$ cat src/rtl/lse_job_scheduler.sv
// lse_job_scheduler: round-robin job arbiter with solver launch, watchdog and response return; ports: req_* requests, sol_* solver handshake, rsp_* completion, sel_idx/busy status
module lse_job_scheduler #(
  parameter int NUM_REQ = 4,
  parameter int RANK_MAX = 936,
  parameter int TIMEOUT = 1048575
) (
  input  logic                                   clk,
  input  logic                                   rst,
  input  logic [NUM_REQ-1:0]                     req_valid,
  input  logic [NUM_REQ*$clog2(RANK_MAX+1)-1:0]  req_rank,
  output logic [NUM_REQ-1:0]                     req_ready,
  output logic [$clog2(NUM_REQ)-1:0]             sel_idx,
  output logic [$clog2(RANK_MAX+1)-1:0]          sol_rank,
  output logic                                   sol_start,
  input  logic                                   sol_done,
  output logic                                   sol_abort,
  output logic                                   rsp_valid,
  input  logic                                   rsp_ready,
  output logic [$clog2(NUM_REQ)-1:0]             rsp_id,
  output logic [1:0]                             rsp_status,
  output logic                                   busy
);
  localparam int IW = $clog2(NUM_REQ);
  localparam int RW = $clog2(RANK_MAX+1);
  localparam int CW = $clog2(TIMEOUT+1);
  typedef enum logic [1:0] {IDLE, LAUNCH, WAIT, RESP} state_t;
  state_t state, state_nx;
  logic [IW-1:0] rr_ptr, win;
  logic [RW-1:0] win_rank;
  logic [CW-1:0] wd;
  logic found, bad, done_ok, tmo;
  always_comb begin
    win = '0;
    found = 1'b0;
    for (int i = 0; i < NUM_REQ; i++) begin
      if (!found && req_valid[IW'((int'(rr_ptr) + i) % NUM_REQ)]) begin
        found = 1'b1;
        win = IW'((int'(rr_ptr) + i) % NUM_REQ);
      end
    end
  end
  assign win_rank = req_rank[int'(win)*RW +: RW];
  assign bad = win_rank > RW'(RANK_MAX);
  assign done_ok = sol_done && wd != '0;
  assign tmo = wd == CW'(TIMEOUT-1);
  always_comb begin
    state_nx = state == IDLE   ? (found ? (bad ? RESP : LAUNCH) : IDLE) :
               state == LAUNCH ? WAIT :
               state == WAIT   ? ((done_ok || tmo) ? RESP : WAIT) :
                                 (rsp_ready ? IDLE : RESP);
    req_ready = (state == IDLE && found) ? NUM_REQ'(1) << win : '0;
    sol_start = state == LAUNCH;
    sol_abort = state == WAIT && tmo && !done_ok;
    rsp_valid = state == RESP;
    busy = state != IDLE;
  end
  assign rsp_id = sel_idx;
  always_ff @(posedge clk) begin
    if (rst) begin
      state <= IDLE;
      rr_ptr <= '0;
      sel_idx <= '0;
      sol_rank <= '0;
      rsp_status <= 2'b00;
      wd <= '0;
    end else begin
      state <= state_nx;
      if (state == IDLE && found) begin
        sel_idx <= win;
        sol_rank <= win_rank;
        rr_ptr <= (win == IW'(NUM_REQ-1)) ? '0 : win + 1'b1;
        rsp_status <= bad ? 2'b10 : 2'b00;
      end
      if (state == LAUNCH) wd <= '0;
      else if (state == WAIT && wd != '1) wd <= wd + 1'b1;
      if (state == WAIT) rsp_status <= done_ok ? 2'b00 : 2'b01;
    end
  end
endmodule

$ cat config.mk
export PLATFORM = sky130hd
export DESIGN_NAME = lse_job_scheduler
export DESIGN_NICKNAME = d
export VERILOG_FILES = /design/src/rtl/lse_job_scheduler.sv
export SDC_FILE = /design/constraint.sdc
export NUM_CORES = 1
export LEC_CHECK = 0
export ABC_AREA = 1
export BUFFER_PORTS_ARGS = -buffer_cell sky130_fd_sc_hd__buf_2
export CORE_AREA = 5 5 79 81
export DETAILED_ROUTE_END_ITERATION = 8
export DIE_AREA = 0 0 84 86
export PLACE_DENSITY = 0.77
export SYNTH_ARGS = -nofsm -noshare
export SYNTH_HDL_FRONTEND = slang
export SYNTH_SLANG_ARGS = --single-unit
$ cat constraint.sdc
create_clock -name clk -period 2.2 [get_ports clk]
set_input_delay 0.22 -clock clk [delete_from_list [all_inputs] [get_ports clk]]
set_output_delay 0.22 -clock clk [all_outputs]
set_load 0.01 [all_outputs]
==> impl_metrics.env <==
export IMPL_dieArea_sq_um=7220
export IMPL_cts_root_buf="clkbuf_8"
export IMPL_htree_num_levels=2
export IMPL_setup_viol_count_final=6
export IMPL_grt_ovfl_total=0
export IMPL_drive_gt1_frac=0.352
export IMPL_crit_fanout=6
export IMPL_syn_inst=426
export IMPL_ys_seq_area_frac=0.277
export IMPL_yosys_top_cells_count="114 x nand2_1, 64 x inv_1, 38 x dfxtp_1"
export IMPL_clk_pin_slew_ns=0.08
export IMPL_crit_arrival_ns=2.05
export IMPL_grt_pass1_wl_um=13100
export IMPL_power_density_nw_per_um2=1460
export IMPL_syn_cell_area_sq_um=2750
export IMPL_post_route_drc_count=0
export IMPL_routed_wl_um=8000
export IMPL_die_w_um=84
export IMPL_ys_ff_latch=38
export IMPL_setup_ws_ns=-0.0721
export IMPL_antenna_found_initial=0
export IMPL_start_util=0.509
export IMPL_die_y_um=86
export IMPL_yosys_top_cells_area="dfxtp_1 28%, nand2_1 16%, inv_1 8.7%, nand4_1 5.9%, nand3_1 5.8%"
export IMPL_yosys_area_top_type="dfxtp_1"
export IMPL_hold_path_class="in2reg"
export IMPL_worst_slew_pin_slew_ns=0.477
export IMPL_hpwl_um=5630
export IMPL_yosys_warnings=0
export IMPL_vias=3082
export IMPL_clock_skew_ns=0.00697
export IMPL_cp_required_ns=1.98
export IMPL_fin_crit_ns=2.27
export IMPL_synthFlopType="dfxtp_1"
export IMPL_p_total_uw=5460
export IMPL_core_area_sq_um=5410
export IMPL_setup_tns_final_ns=-0.281
export IMPL_cts_buffers=5
export IMPL_avgSynthCellArea_sq_um=6.45
export IMPL_cts_tree="built"
export IMPL_grt_max_degree=19
export IMPL_final_cells=592
export IMPL_leakagePower_uw=0.00184
export IMPL_synth_top_area_share=0.277
export IMPL_place_area_sq_um=3170
export IMPL_clkLatencyLatePin_ns=0.29
export IMPL_dr_pass1_iters=5
export IMPL_pin_count=72
export IMPL_syn_num_nets=481
export IMPL_cts_buffer_depth=2
export IMPL_fmax_mhz=440
export IMPL_synth_edf_count=0
export IMPL_layout_nets=574
export IMPL_pre_cts_ws_ns=0.000620
export IMPL_gp_congestion=0.902
export IMPL_ant_nets=0
export IMPL_rows=27
export IMPL_diodes=0
export IMPL_max_slew_margin=0.682
export IMPL_area_growth_pct=36.2
export IMPL_grt_pass1_vias=2932
export IMPL_wl_per_cell_um=13.5
export IMPL_dp_cells=566
export IMPL_synth_most_common_cell="nand2_1"
export IMPL_startpoint_type="flop"
export IMPL_final_hold_violation_count=0
export IMPL_status="complete, but fails checks"
export IMPL_clock_sinks=38
export IMPL_final_area_sq_um=3740
export IMPL_rsz0062_at_grt="true"
export IMPL_viasPerCell=5.21
export IMPL_violations="negative setup slack"
export IMPL_fin_crit_sh=1.03
export IMPL_final_max_slew_viol_count=0
export IMPL_portBuffers=71
export IMPL_endpoint_kind="output pin"
export IMPL_synth_cell_types=33
export IMPL_async_flop_share=0
export IMPL_grtUsageTotal=0.216
export IMPL_path_class="reg2out"
export IMPL_maxCapViolations=0
export IMPL_worst_ir_drop_vdd_mv=0.635
export IMPL_drt_iter0_markers=170
==> final timing paths <==
check / slack, ns / to / depth (start not counted) / start
setup / recovery: -0.07 / req_ready[3] / 15 / rr_ptr[0]
hold / removal: 0.20 / rsp_status[1] / 2 / rst
setup reg to reg: -0.03 / state[1] / 20 / rr_ptr[0]
hold reg to reg: 0.48 / sol_rank[7] / 2 / sol_rank[7]
==> metrics by stage <==
| step | hold slack, ns | util |
|---|---|---|
| 4_1_cts | 0.188 | 0.662 |
| 3_3_place_gp | 0.462 | 0.587 |
| 3_5_place_dp | 0.464 | 0.587 |
| 6_report | 0.196 | 0.693 |
| 2_1_floorplan | 0.443 | - |
| 5_1_grt | 0.206 | 0.693 |
==> kinds of logic after synthesis <==
family / Yosys count / synth area share
flops: 38 / 0.277
compound gates: 50 / 0.105
fa+ha+maj: 7 / 0.0319
xor+xnor: 3 / 0.00956
simple gates: 242 / 0.431
buf+inv: 86 / 0.147
==> cell usage in the layout (no fill, tap or decap), types with 2 or more instances in the layout <==
cell,Yosys,routed
nand2_1,114,94
buf_2,3,71
inv_1,64,59
dfxtp_1,38,36
nand3_1,32,28
nor2_1,30,27
nand4_1,26,26
buf_4,4,24
nand2_2,10,20
a21oi_1,21,20
o21ai_0,15,14
nand2_4,3,13
o211ai_1,9,9
nor3_1,9,8
inv_2,4,7
nand3_4,3,6
nand3_2,4,5
nor2_2,2,5
clkbuf_8,0,5
ha_1,7,4
buf_6,6,4
o21a_1,3,3
nor3b_1,3,3
ha_4,0,3
inv_8,0,2
nor4_2,0,2
xor2_1,2,2
a21oi_2,1,2
bufinv_16,0,2
dfxtp_4,0,2
==> per-layer routing <==
metal	routed length, um	GRT usage
met5	0	0
met4	195	0.0760
met3	631	0.0576
met2	3950	0.389
met1	3220	0.245
==> where the power goes <==
part	leakage, uW	internal [uW]	switching, uW
Combinational	0.00146	1510	2280
Clock	0.0000683	454	256
Sequential	0.000312	840	118
Total	0.00184	2810	2650
==> sequential cells by signal (all words and copies together), names as in the netlist <==
register	count
state	2
rsp_status	2
wd	20
sol_rank	10
rsp_id	2
rr_ptr	2
==> critical path, stage by stage, from the launching register on <==
cell	delay, ns
dfxtp_4	0.39
buf_12	0.15
inv_8	0.05
nand2_1	0.06
nand2_1	0.06
nand2_1	0.09
nand2_1	0.06
nand2_2	0.10
nand2_2	0.07
nand2_4	0.09
nand3_4	0.10
inv_4	0.11
ha_1	0.16
inv_1	0.05
nor2_1	0.08
buf_2	0.13
==> layout make-up <==
type                       count  area (sq um)
timing repair inverter         1          11.3
clock buffer                   5          68.8
timing repair buffer         102           643
inverter                      69           282
multi-input combinational    302          1810
clock inverter                 3          68.8
fill                         469          1660
tap                           72          90.1
sequential                    38           768
==> what timing repair did <==
action                     CTS  global route
hold endpoints to repair     0             0
setup buffers               10             6
gates resized for setup     45            31
hold buffers                 0             0
cloned                       2             0
setup endpoints to repair    7            11
pin swaps                   11            18
Note: power is estimated with default switching activity, not from simulation.
